**config.mk**
```make
export PLATFORM = sky130hd
export DESIGN_NAME = sound_square_regs
export DESIGN_NICKNAME = d
export VERILOG_FILES = /design/src/rtl/sound_square_regs_pkg.sv /design/src/rtl/sound_edge_det.sv /design/src/rtl/sound_square_regs.sv
export SDC_FILE = /design/constraint.sdc
export NUM_CORES = 1
export LEC_CHECK = 0
export CORE_UTILIZATION = 37
export DETAILED_ROUTE_END_ITERATION = 16
export GPL_TIMING_DRIVEN = 0
export PLACE_DENSITY = 0.69
export SLEW_MARGIN = 15
export SYNTH_ARGS = -nofsm -noshare
export SYNTH_HDL_FRONTEND = slang
export SYNTH_SLANG_ARGS = --single-unit
```
**constraint.sdc**
```tcl
create_clock -name clk -period 3.4 [get_ports clk]
set_input_delay 0.85 -clock clk [delete_from_list [all_inputs] [get_ports clk]]
set_output_delay 0.85 -clock clk [all_outputs]
set_load 0.005 [all_outputs]
```
**src/rtl/sound_square_regs_pkg.sv**
```systemverilog
// Shared register offsets, read masks and the stored field layout for the
// square-channel register front end.
package sound_square_regs_pkg;

  localparam logic [2:0] NR_SWEEP   = 3'd0;
  localparam logic [2:0] NR_DUTY    = 3'd1;
  localparam logic [2:0] NR_ENV     = 3'd2;
  localparam logic [2:0] NR_FREQ_LO = 3'd3;
  localparam logic [2:0] NR_FREQ_HI = 3'd4;

  // Bits that are write-only or unimplemented read back as 1.
  localparam logic [7:0] RD_MASK_SWEEP   = 8'h80;
  localparam logic [7:0] RD_MASK_DUTY    = 8'h3F;
  localparam logic [7:0] RD_MASK_ENV     = 8'h00;
  localparam logic [7:0] RD_MASK_FREQ_LO = 8'hFF;
  localparam logic [7:0] RD_MASK_FREQ_HI = 8'hBF;

  typedef struct packed {
    logic [2:0]  sweep_time;
    logic        sweep_decreasing;
    logic [2:0]  num_sweep_shifts;
    logic [1:0]  wave_duty;
    logic [5:0]  length;
    logic [3:0]  initial_volume;
    logic        envelope_increasing;
    logic [2:0]  num_envelope_sweeps;
    logic [10:0] frequency;
    logic        single;
  } sq_fields_t;

  function automatic logic [7:0] rd_merge(input logic [7:0] stored, input logic [7:0] mask);
    return stored | mask;
  endfunction

endpackage

```
**src/rtl/sound_edge_det.sv**
```systemverilog
// Registers a level and reports its rising and falling edges as one-cycle
// combinational pulses relative to the previous sampled value.
module sound_edge_det (
  input  logic clk,
  input  logic rst,
  input  logic i_level,
  output logic o_rise,
  output logic o_fall
);

  logic r_level_q;

  always_ff @(posedge clk) begin
    if (!rst) r_level_q <= 1'b0;
    else      r_level_q <= i_level;
  end

  assign o_rise = i_level & ~r_level_q;
  assign o_fall = ~i_level & r_level_q;

endmodule

```
**src/rtl/sound_square_regs.sv**
```systemverilog
// CPU register front end for one square channel: NRx0..NRx4 decode, trigger
// pulse, masked readback and the NR52 channel-on status bit.
module sound_square_regs
  import sound_square_regs_pkg::*;
#(
  parameter logic [15:0] BASE_ADDR = 16'hFF10,
  parameter bit          HAS_SWEEP = 1'b1
) (
  input  logic        clk,
  input  logic        rst,
  input  logic [15:0] addr,
  input  logic [7:0]  din,
  input  logic        wr,
  input  logic        rd,
  output logic [7:0]  dout,
  output logic        sel,
  input  logic        sound_on,
  input  logic        chan_enable,
  output logic [2:0]  sweep_time,
  output logic        sweep_decreasing,
  output logic [2:0]  num_sweep_shifts,
  output logic [1:0]  wave_duty,
  output logic [5:0]  length,
  output logic [3:0]  initial_volume,
  output logic        envelope_increasing,
  output logic [2:0]  num_envelope_sweeps,
  output logic [10:0] frequency,
  output logic        single,
  output logic        start,
  output logic        dac_en,
  output logic        ch_status
);

  logic [15:0] w_addr_diff;
  logic        w_in_range;
  logic [2:0]  w_off;
  logic        w_wr_rise;
  logic        w_en_fall;
  logic        w_unused_wr_fall;
  logic        w_unused_en_rise;
  logic        w_accept;
  logic        w_trigger;
  logic        w_dac_en;
  logic [7:0]  w_rd_data;

  sq_fields_t  r_f;
  logic        r_start;
  logic        r_ch_status;
  logic [7:0]  r_dout;
  logic        r_sel;

  // Addresses below BASE wrap to large values, so one compare covers both ends.
  assign w_addr_diff = addr - BASE_ADDR;
  assign w_in_range  = (w_addr_diff <= 16'd4);
  assign w_off       = w_addr_diff[2:0];

  sound_edge_det u_wr_edge (
    .clk     (clk),
    .rst     (rst),
    .i_level (wr),
    .o_rise  (w_wr_rise),
    .o_fall  (w_unused_wr_fall)
  );

  sound_edge_det u_en_edge (
    .clk     (clk),
    .rst     (rst),
    .i_level (chan_enable),
    .o_rise  (w_unused_en_rise),
    .o_fall  (w_en_fall)
  );

  assign w_accept  = w_wr_rise & w_in_range & sound_on;
  assign w_trigger = w_accept & (w_off == NR_FREQ_HI) & din[7];
  assign w_dac_en  = |{r_f.initial_volume, r_f.envelope_increasing};

  always_ff @(posedge clk) begin
    if (!rst) begin
      r_f <= '0;
    end else if (!sound_on) begin
      r_f <= '0;
    end else if (w_accept) begin
      case (w_off)
        NR_SWEEP: begin
          if (HAS_SWEEP) begin
            r_f.sweep_time       <= din[6:4];
            r_f.sweep_decreasing <= din[3];
            r_f.num_sweep_shifts <= din[2:0];
          end
        end
        NR_DUTY: begin
          r_f.wave_duty <= din[7:6];
          r_f.length    <= din[5:0];
        end
        NR_ENV: begin
          r_f.initial_volume      <= din[7:4];
          r_f.envelope_increasing <= din[3];
          r_f.num_envelope_sweeps <= din[2:0];
        end
        NR_FREQ_LO: r_f.frequency[7:0] <= din;
        NR_FREQ_HI: begin
          r_f.frequency[10:8] <= din[2:0];
          r_f.single          <= din[6];
        end
        default: ;
      endcase
    end
  end

  // Status is set on the same edge that launches start so both rise together.
  always_ff @(posedge clk) begin
    if (!rst) begin
      r_start     <= 1'b0;
      r_ch_status <= 1'b0;
    end else begin
      r_start <= w_trigger;
      if (!sound_on || !w_dac_en) r_ch_status <= 1'b0;
      else if (w_trigger)         r_ch_status <= 1'b1;
      else if (w_en_fall)         r_ch_status <= 1'b0;
    end
  end

  always_comb begin
    w_rd_data = 8'hFF;
    if (w_in_range) begin
      case (w_off)
        NR_SWEEP:   w_rd_data = HAS_SWEEP ?
                      rd_merge({1'b0, r_f.sweep_time, r_f.sweep_decreasing, r_f.num_sweep_shifts},
                               RD_MASK_SWEEP) : 8'hFF;
        NR_DUTY:    w_rd_data = rd_merge({r_f.wave_duty, r_f.length}, RD_MASK_DUTY);
        NR_ENV:     w_rd_data = rd_merge({r_f.initial_volume, r_f.envelope_increasing,
                                          r_f.num_envelope_sweeps}, RD_MASK_ENV);
        NR_FREQ_LO: w_rd_data = rd_merge(r_f.frequency[7:0], RD_MASK_FREQ_LO);
        NR_FREQ_HI: w_rd_data = rd_merge({1'b0, r_f.single, 3'b000, r_f.frequency[10:8]},
                                         RD_MASK_FREQ_HI);
        default:    w_rd_data = 8'hFF;
      endcase
    end
  end

  always_ff @(posedge clk) begin
    if (!rst) begin
      r_dout <= 8'hFF;
      r_sel  <= 1'b0;
    end else begin
      if (rd) r_dout <= w_rd_data;
      r_sel <= w_in_range;
    end
  end

  assign dout                = r_dout;
  assign sel                 = r_sel;
  assign sweep_time          = r_f.sweep_time;
  assign sweep_decreasing    = r_f.sweep_decreasing;
  assign num_sweep_shifts    = r_f.num_sweep_shifts;
  assign wave_duty           = r_f.wave_duty;
  assign length              = r_f.length;
  assign initial_volume      = r_f.initial_volume;
  assign envelope_increasing = r_f.envelope_increasing;
  assign num_envelope_sweeps = r_f.num_envelope_sweeps;
  assign frequency           = r_f.frequency;
  assign single              = r_f.single;
  assign start               = r_start;
  assign dac_en              = w_dac_en;
  assign ch_status           = r_ch_status;

endmodule

```
# Word-level counts from Yosys, hierarchy flattened
# Cells that the tools add are included.
# op_classes
n_addsub,1
n_lt_le_gt_ge,1
eq_ne,4
n_mux,4
n_bitwise,9
n_reduce_logical,13
# op_table
cell,n
$pmux W8 S4,1
$le A16 B3 Y1 const B,1
$sub A16 B16 Y16 const B,1
$reduce_and A2 Y1,6
$mux W8,1
$and A1 B1 Y1,6
$eq A3 B2 Y1 const B,2
$reduce_or A5 Y1,1
$eq A3 B1 Y1 const B,1
$eq A3 B3 Y1 const B,1
$logic_not A3 Y1,1
$not A1 Y1,3
$logic_not A1 Y1,2
$mux W1,2
$reduce_bool A2 Y1,1
$reduce_or A2 Y1,1
$logic_or A1 B1 Y1,1
# word_totals
ff_bits,48
in_bits,30
out_inout_bits,47

# Longest topological paths before layout
# Gate-level depths: netlist of the first run.
# depth
ltp_word,7
depth_mapped,7

# Cells and area by module
# A second synthesis of the first run with hierarchy kept.
# unflattened
hier_cells,206
area_unflattened_um2,1995.7
# modules_own_cells
mod,n_inst,cells_per_inst,area_each_um2,seq_area_each_um2
sound_square_regs,1,198,1918.1,920.9
sound_edge_det,2,4,38.8,20.0

# Least setup slack after synthesis of the first run
# Ideal clock, no wire load.
# synth_timing
path_type,input to register
startpoint,input port addr[2]
endpoint,register num_sweep_shifts[0] (netlist name)
setup_time_ns,0.072
arrival_time_ns,2.273
required_time_ns,3.328
setup_slack_ns,1.056
path_stages,7
cell_sequence,clkbuf_1 > o21ai_0 > o21ai_0 > nor4_4 > and4_1 > buf_4 > mux2i_1
# synth_via
elab_chain_len,5
# synth_lines
element,line,text
start: declaration,sound_square_regs.sv:11,"input logic [15:0] addr,"
$sub A16 B16 Y16 (*),sound_square_regs.sv:53,assign w_addr_diff = addr - BASE_ADDR;
$le A16 B3 Y1,sound_square_regs.sv:54,assign w_in_range = (w_addr_diff <= 16'd4);
$and A1 B1 Y1 (2 in a row),sound_square_regs.sv:73,assign w_accept = w_wr_rise & w_in_range & sound_on;
$reduce_and A2 Y1 (no source line) (*),--,
# Mark *: on every way between the ends. The rest lies on a longest branch, timed or not.
# A chain may end at the register's enable or synchronous reset.

# Worst setup path after layout of the first run
# layout_timing
startpoint,input port addr[5]
endpoint,register num_sweep_shifts[2] (netlist name)
# layout_via
elab_chain_len,5
# layout_lines
element,line
$sub A16 B16 Y16,sound_square_regs.sv:53
$le A16 B3 Y1,sound_square_regs.sv:54
$and A1 B1 Y1 (2 in a row),sound_square_regs.sv:73
$reduce_and A2 Y1 (no source line),--
# No other way between the ends.

==> flow_summary.yaml, run 1 <==
clocking:
  clockBufferDepth: 2
  cts_tree: "built"
  cts_setup_buffers: 0
  htreeDepth: 2
  insertion_delay_ps: 300
  cts_sinks: 48
  clkTransAtPathRegs_ps: 90
  cts_root_buf: "clkbuf_8"
  cts_resized: 0
  cts_buffers: 5
  hold_buffers: 0
global_route:
  grt_pass1_vias: 1716
  track_usage_pct: 18.1
  grt_overflow_total: 0
  antenna_found_initial: 0
  grt_max_degree: 15
  grt_first_pass_wirelength_um: 8410
logic_synthesis:
  synth-compound-area-share_pct: 6.29
  synth_common_cells: "48 x dfxtp_1, 48 x nand2_1, 42 x mux2i_1"
  netlist.area_leader.share_pct: 46.4
  synth_mux_area_share_pct: 20.9
  ys_warn_count: 0
  syn-cell-area_sq_mm: 0.00207
  yosysSeqAreaShare_pct: 46.4
  synth_top_family_by_area: "simple AND/OR/NAND/NOR gates"
  synthAdderAreaFrac_pct: 0
  synth-simple-area-share_pct: 22.7
  yosys.area_share.xor_xnor_pct: 0.423
  syn_inst: 218
  async_reset_ff_share_pct: 0
  ys_ff_latch: 48
  synth_top_area_cell: "dfxtp_1"
  postSynthAreaPerCell_sq_um: 9.49
  synth-edff-count: 0
  netlist-cell-type-count: 32
  synth_ff_type: "dfxtp_1"
  synth_area_leaders: "dfxtp_1 46%, mux2i_1 20%, nand2_1 8.7%"
  synth_nets: 248
floorplan:
  die_area_sq_mm: 0.00590
  die_w_um: 76.8
  core_area_sq_mm: 0.00524
  dieHeight_um: 76.8
  num_rows: 26
  io-pin-count: 77
  initial_core_util_pct: 39.5
sta:
  finalCritPeriodShare_pct: 79.8
  slew_viol_final: 0
  layout_setup_ws_ps: 687
  slew_headroom_pct: 59.9
  whs_ps: 463
  min_period_ps: 2710
  clock.fmax_mhz: 369
  tightest_slew_ps: 597
  rsz0062_at_grt: "false"
  finalHoldViolCount: 0
  setup_tns_ps: 0
  setup_viol: 0
  fin_skew_ps: 14.1
setup_path:
  worst_ep_arrival_time_ps: 2940
  endpoint_kind: "flip-flop"
  critPathKind: "in2reg"
  crit_required_ps: 3630
  start_kind: "input port"
  path_max_fanout: 9
cells_and_area:
  diodes: 0
  final_area_sq_mm: 0.00299
  syn_to_final_growth_pct: 44.6
  utilization_pct: 57.1
  final.fill_count: 486
  finalNetCount: 330
  instances_no_fill: 371
  layout-drive-gt1-share_pct: 4.98
detailed_routing:
  wirelength_um: 5210
  ant_nets: 0
  vias_per_cell: 4.81
  vias: 1786
  drc_errors: 0
  wire_per_inst_um: 14.1
  drt_iter0_markers: 67
  firstDrtPassIters: 4
place:
  dp_slack_ps: 391
  placed_area_sq_mm: 0.00291
  dp_hpwl_um: 3790
  io_buffers: 75
  place_congestion: 0.761
  dp.cells: 363
power_and_ir_drop:
  vdd_drop_max_v: 0.000207
  p_total_uw: 982
  power_density_mw_per_mm2: 328
  leakagePower_nw: 1.20
flow_run:
  cap_violations: 0
worst_hold_path:
  hold_path_class: "reg2reg"
run_status:
  run_status: "completed"
==> report_power, final <==
group          switching [mW]  total [mW]  internal (mW)
combinational          0.0454      0.0885         0.0431
clock                   0.183       0.330          0.147
sequential           0.000289       0.563          0.563
==> placed cells by master, fill, tap and decap left out, types with 3 or more instances in the layout <==
| cell | synthesis | layout |
|---|---|---|
| o21ai_0 | 3 | 3 |
| and3_1 | 3 | 3 |
| inv_1 | 5 | 5 |
| a21oi_1 | 8 | 8 |
| clkdlybuf4s50_1 | 0 | 75 |
| nor3_1 | 5 | 5 |
| nand2_1 | 48 | 48 |
| dfxtp_1 | 48 | 48 |
| clkbuf_1 | 8 | 10 |
| and2_1 | 3 | 3 |
| clkbuf_8 | 0 | 5 |
| nor2_1 | 17 | 17 |
| mux2i_1 | 42 | 42 |
==> routing by layer <==
layer | part of all wire (%) | GRT usage, % | vias to the layer above
met4 | 1.0 | 5.77 | 0
met1 | 50 | 25.1 | 806
met3 | 7.5 | 5.00 | 5
li1 | - | - | 917
met5 | 0 | 0 | -
met2 | 42 | 27.0 | 58
==> critical path: stages <==
cell             delay, ps
clkdlybuf4s50_1        430
nor3_1                 190
nand4b_1               190
nor4_4                 600
and4_1                 290
buf_4                  190
mux2i_1                200
==> cells by family after synthesis <==
kind of cell	Yosys count
multiplexers	43
AND/OR/NAND/NOR	92
flip-flops	48
AO/OA/AOI/OAI	18
buffers and inverters	16
XOR/XNOR	1
==> final cells by class <==
cell class,count,area [sq um],share of cell area (%)
multi-input cells,154,1040,34.8
flip-flops and latches,48,961,32.1
repair buffers,75,751,25.1
well taps,70,87.6,2.93
clock buffers,7,76.3,2.55
plain buffers,11,48.8,1.63
inverters,5,18.8,0.627
clock inverters,1,8.76,0.293
==> sequential cells by signal, summed over array words and instances, names as in the netlist, 2 cells and up <==
name and count:
frequency 11, dout 8, length 6, initial_volume 4, num_envelope_sweeps 3, num_sweep_shifts 3, sweep_time 3, wave_duty 2
==> final timing paths <==
kind / start / to / slack (ps) / depth (start not counted)
worst min register to register: length[4] / length[4] / 460 / 2
worst max-delay path: addr[5] / num_sweep_shifts[2] / 690 / 7
worst min-delay path: length[4] / length[4] / 460 / 2
worst max register to register: u_wr_edge.r_level_q / length[2] / 1710 / 5
Power figures use the tool's default switching activity.
==> inputs of run 2 (changes only) <==
--- a/config.mk
+++ b/config.mk
@@ -8,7 +8,7 @@
 export CORE_UTILIZATION = 37
 export DETAILED_ROUTE_END_ITERATION = 16
 export GPL_TIMING_DRIVEN = 0
-export PLACE_DENSITY = 0.69
+export PLACE_DENSITY = 0.71
 export SLEW_MARGIN = 15
 export SYNTH_ARGS = -nofsm -noshare
 export SYNTH_HDL_FRONTEND = slang
==> constraint.sdc (replaced) <==
create_clock -name clk -period 2.2 [get_ports clk]
set_input_delay 0.55 -clock clk [delete_from_list [all_inputs] [get_ports clk]]
set_output_delay 0.55 -clock clk [all_outputs]
set_load 0.005 [all_outputs]
==> flow_summary.yaml, run 2 (synthesis gave the netlist of run 1 again) <==
cells_and_area:
  utilization_pct: 59.6
  top_register: "frequency"
  syn_to_final_growth_pct: 50.8
  layout_commonest_cell: "clkdlybuf4s50_1"
  regArea_sq_um: 961
  largest_reg_flops: 11
  finalNetCount: 337
  instances_no_fill: 378
  final.fill_count: 476
  final_cell_mix: "71 x clkdlybuf4s50_1, 48 x nand2_1, 48 x dfxtp_1"
  diodes: 0
  layout-drive-gt1-share_pct: 10.1
  multiInputGateArea_sq_mm: 0.00106
run_status:
  run_status: "completed"
global_route:
  grt_pass1_vias: 1860
  grt_first_pass_wirelength_um: 9090
  antenna_found_initial: 0
  track_usage_pct: 19.6
  grt_max_degree: 15
  grt_overflow_total: 0
clocking:
  clockBufferDepth: 2
  cts_root_buf: "clkbuf_8"
  cts_sinks: 48
  cts_tree: "built"
  clkTransAtPathRegs_ps: 80
  htreeDepth: 2
  cts_buffers: 5
  hold_buffers: 0
  insertion_delay_ps: 300
worst_hold_path:
  hold_path_class: "reg2reg"
detailed_routing:
  drt_iter0_markers: 68
  vias: 1835
  drc_errors: 0
  firstDrtPassIters: 4
  wirelength_um: 5500
  ant_nets: 0
  wire_per_inst_um: 14.5
  vias_per_cell: 4.85
sta:
  layout_setup_ws_ps: 80.2
  finalCritPeriodShare_pct: 96.4
  slew_headroom_pct: 70.4
  min_period_ps: 2120
  fin_skew_ps: 4.71
  tightest_slew_ps: 442
  finalHoldViolCount: 0
  setup_tns_ps: 0
  slew_viol_final: 0
  clock.fmax_mhz: 472
  setup_viol: 0
power_and_ir_drop:
  internal-power_mw: 1.20
  power_switching_uw: 355
  combPwrFrac_pct: 9.6
  switching_share_pct: 22.9
  leakagePower_nw: 1.31
  power_density_mw_per_mm2: 498
  vdd_drop_max_v: 0.000442
  pwr-share-seq_pct: 56.0
  pwr-share-clk_pct: 34.4
floorplan:
  num_rows: 26
  io-pin-count: 77
  die_w_um: 76.8
  dieHeight_um: 76.8
  die_area_sq_mm: 0.00590
  core_area_sq_mm: 0.00524
  initial_core_util_pct: 39.5
place:
  io_buffers: 75
  dp_hpwl_um: 3900
  place_congestion: 0.745
  dp_slack_ps: -518
  dp.cells: 363
setup_path:
  crit_top_cell: "mux2i_1"
  cp_cell_sequence: "clkdlybuf4s50_1, nand3_2, mux2i_1, nor4_4, buf_6, buf_4, nand4_4, mux2i_1"
  critPathKind: "in2reg"
  start_kind: "input port"
  endpoint_kind: "flip-flop"
  slowest_stage: "clkdlybuf4s50_1"
  path_buf_inv: 3
  worst_ep_arrival_time_ps: 2300
  path_max_fanout: 8
  max_stage_delay_ps: 540
  crit_required_ps: 2380
  critical-path-top-delay-family: "buffers and inverters"
flow_run:
  cap_violations: 0
[run 2: cell types whose count changed in the layout (fill, tap and decap cells not counted), moves of 3 or more]
| cell | previous run | this run |
|---|---|---|
| clkdlybuf4s50_1 | 75 | 71 |
| dlymetal6s2s_1 | 0 | 4 |
| buf_4 | 2 | 7 |
| clkbuf_1 | 10 | 3 |
| buf_6 | 0 | 3 |
| clkbuf_2 | 0 | 3 |
[run 2: cell type report]
cell class / count / share of cell area, %
tap: 70 / 2.81
clock buffer: 7 / 2.77
timing repair buffer: 84 / 27.1
multi-input combinational: 154 / 34.0
buffer: 9 / 1.72
inverter: 5 / 0.601
clock inverter: 1 / 0.241
sequential: 48 / 30.8
[run 2: metal layers]
| metal | track usage (%) | up-vias | routed length [um] |
|---|---|---|---|
| met2 | 31.6 | 48 | 2510 |
| met3 | 5.71 | 8 | 330 |
| met1 | 24.4 | 850 | 2590 |
| met4 | 7.69 | 0 | 67 |
| met5 | 0 | - | 0 |
| li1 | - | 929 | - |
[run 2: worst min-delay path: cells and delay by family, from the launching register on]
| kind | cells | cell delay, ps |
|---|---|---|
| flops | 1 | 320 |
| mux | 1 | 50 |
| simple gates | 1 | 50 |
[run 2: through the flow]
step                hold slack [ps]  cell area (sq um)  power [mW]
global route                    490               3120        1.63
floorplan                       451               2070       0.951
global placement                448               2910        1.03
detailed placement              449               2910        1.03
CTS                             472               3070        1.56
finish                          467               3120        1.55
[run 2: what timing repair did]
| item | 4_1_cts | 5_1_grt |
|---|---|---|
| pin swaps | 2 | 2 |
| setup endpoints to repair | 44 | 38 |
| resized for setup | 5 | 13 |
| buffers inserted | 4 | 5 |
[run 2: final timing paths]
kind	start	end	slack, ps	cells after the start
min	length[0]	length[0]	470	2
max	addr[11]	frequency[1]	80	8
max reg2reg	u_wr_edge.r_level_q	length[1]	690	5
min reg2reg	length[0]	length[0]	470	2
[run 2: power groups by stage]
stage,combinational (mW),clock (mW),sequential [mW]
3_5_place_dp,0.136,0,0.891
3_3_place_gp,0.136,0,0.891
4_1_cts,0.144,0.550,0.870
2_1_floorplan,0.0608,0,0.891
5_1_grt,0.161,0.593,0.871
6_report,0.149,0.534,0.870
==> inputs of run 3 (changes only) <==
--- a/config.mk
+++ b/config.mk
@@ -6,9 +6,10 @@
 export NUM_CORES = 1
 export LEC_CHECK = 0
 export CORE_UTILIZATION = 37
+export CTS_BUF_LIST = sky130_fd_sc_hd__clkbuf_4 sky130_fd_sc_hd__clkbuf_8
 export DETAILED_ROUTE_END_ITERATION = 16
+export DONT_BUFFER_PORTS = 1
 export GPL_TIMING_DRIVEN = 0
-export PLACE_DENSITY = 0.71
 export SLEW_MARGIN = 15
 export SYNTH_ARGS = -nofsm -noshare
 export SYNTH_HDL_FRONTEND = slang
==> flow_summary.yaml, run 3 (synthesis gave the netlist of run 1 again) <==
detailed_routing:
  vias_per_cell: 5.15
  drt_iter0_markers: 66
  ant_nets: 0
  drc_errors: 0
  vias: 1531
  wirelength_um: 4930
  firstDrtPassIters: 4
  wire_per_inst_um: 16.6
power_and_ir_drop:
  p_total_mw: 1.62
  vdd_drop_max_v: 0.000521
  leakagePower_nw: 0.950
  power_density_mw_per_mm2: 711
worst_hold_path:
  whs_endpoint: "dout[7]"
  min-delay-start: "rst"
  hold_depth: 1
  hold_path_class: "in2reg"
setup_path:
  cp_cell_sequence: "clkbuf_1, o21ai_0, o21ai_0, nor4_4, buf_4, and4_1, buf_4, mux2i_1"
  worst_ep_arrival_time_ps: 2130
  max_stage_delay_ps: 340
  slowest_stage: "nor4_4"
  crit_required_ps: 2440
  rrSetupSlack_ps: 500
  critPathKind: "in2reg"
  endpoint_kind: "flip-flop"
  worstReg2RegEnd: "length[5]"
  path_max_fanout: 9
  reg2reg_from: "u_wr_edge.r_level_q"
  reg2reg_depth: 5
  start_kind: "input port"
global_route:
  grt_first_pass_wirelength_um: 7910
  track_usage_pct: 17.3
  antenna_found_initial: 0
  grt_max_degree: 18
  grt_overflow_total: 0
  grt_pass1_vias: 1499
sta:
  setup_tns_ps: 0
  finalCritPeriodShare_pct: 86.2
  setup_viol: 0
  slew_headroom_pct: 58.7
  slew_viol_final: 0
  clock.fmax_mhz: 527
  min_period_ps: 1900
  tightest_slew_ps: 620
  rsz0062_at_grt: "false"
  finalHoldViolCount: 0
  fin_skew_ps: 15.1
clocking:
  clockBufferDepth: 2
  cts_sinks: 48
  cts_tree: "built"
  htreeDepth: 2
  hold_buffers: 0
  insertion_delay_ps: 310
  cts_root_buf: "clkbuf_8"
  clkTransAtPathRegs_ps: 90
  cts_buffers: 5
run_status:
  run_status: "completed"
place:
  dp.cells: 288
  placed_area_sq_mm: 0.00216
  place_congestion: 0.746
  dp_hpwl_um: 3680
  io_buffers: 0
cells_and_area:
  finalNetCount: 256
  syn_to_final_growth_pct: 10.3
  top_register: "frequency"
  layout-drive-gt1-share_pct: 7.93
  final_area_sq_mm: 0.00228
  largest_reg_flops: 11
  utilization_pct: 43.6
  final_cell_mix: "48 x nand2_1, 48 x dfxtp_1, 42 x mux2i_1"
  instances_no_fill: 297
  diodes: 0
floorplan:
  io-pin-count: 77
  die_w_um: 76.8
  die_area_sq_mm: 0.00590
  dieHeight_um: 76.8
  core_area_sq_mm: 0.00524
  initial_core_util_pct: 39.5
  num_rows: 26
flow_run:
  cap_violations: 0
## run 3: cell types whose count changed in the layout (fill, tap and decap cells not counted), moves of 3 or more
cell / delta
buf_4: -4
clkbuf_1: +5
clkdlybuf4s50_1: -71
dlymetal6s2s_1: -4
clkbuf_2: -3
buf_6: -3
## run 3: how the worst max path moves through the flow
stage | start | to | slack (ps) | depth (start not counted)
after global placement | addr[2] | sweep_time[1] | -100 | 7
after floorplan | addr[2] | num_sweep_shifts[0] | 160 | 7
final | addr[2] | sweep_time[1] | 300 | 8
after global routing | addr[2] | sweep_time[1] | 140 | 8
after detailed placement | addr[2] | start | -180 | 6
after CTS | addr[2] | start | 130 | 6
## run 3: where the power goes
part	total [mW]	internal [mW]	switching (mW)
logic	0.0782	0.0240	0.0543
registers	0.870	0.870	0.000437
clock network	0.676	0.351	0.325
total	1.62	1.24	0.380
## run 3: critical path: cells and delay by family
kind,cells,cell delay [ps]
buf+inv,3,590
simple gates,2,530
compound gates,2,260
mux,1,190
## run 3: per-layer routing
layer,wire length (um),track usage (%),part of all wire [%]
met1,2310,21.8,47
met2,2100,26.3,43
met3,477,7.50,9.7
met4,44,5.19,0.89
met5,0,0,0
## run 3: area by class of cell
class	count	area, sq um
Inverter	5	18.8
Timing Repair Buffer	1	7.51
Tap cell	70	87.6
Clock buffer	5	68.8
Clock inverter	3	50.0
Sequential cell	48	961
Multi-Input combinational cell	154	1040
Fill cell	513	2950
Buffer	11	48.8
## run 3: timing repair
item                       CTS  global route
setup buffers                0             1
setup endpoints to repair    0             1
gates resized for setup      0             0
## run 3: metrics by stage
stage / setup WS, ps / hold WS (ps)
finish: 303 / 324
floorplan: 156 / 451
CTS: 131 / 315
detailed placement: -177 / 467
global route: 140 / 327
global placement: -97.5 / 465
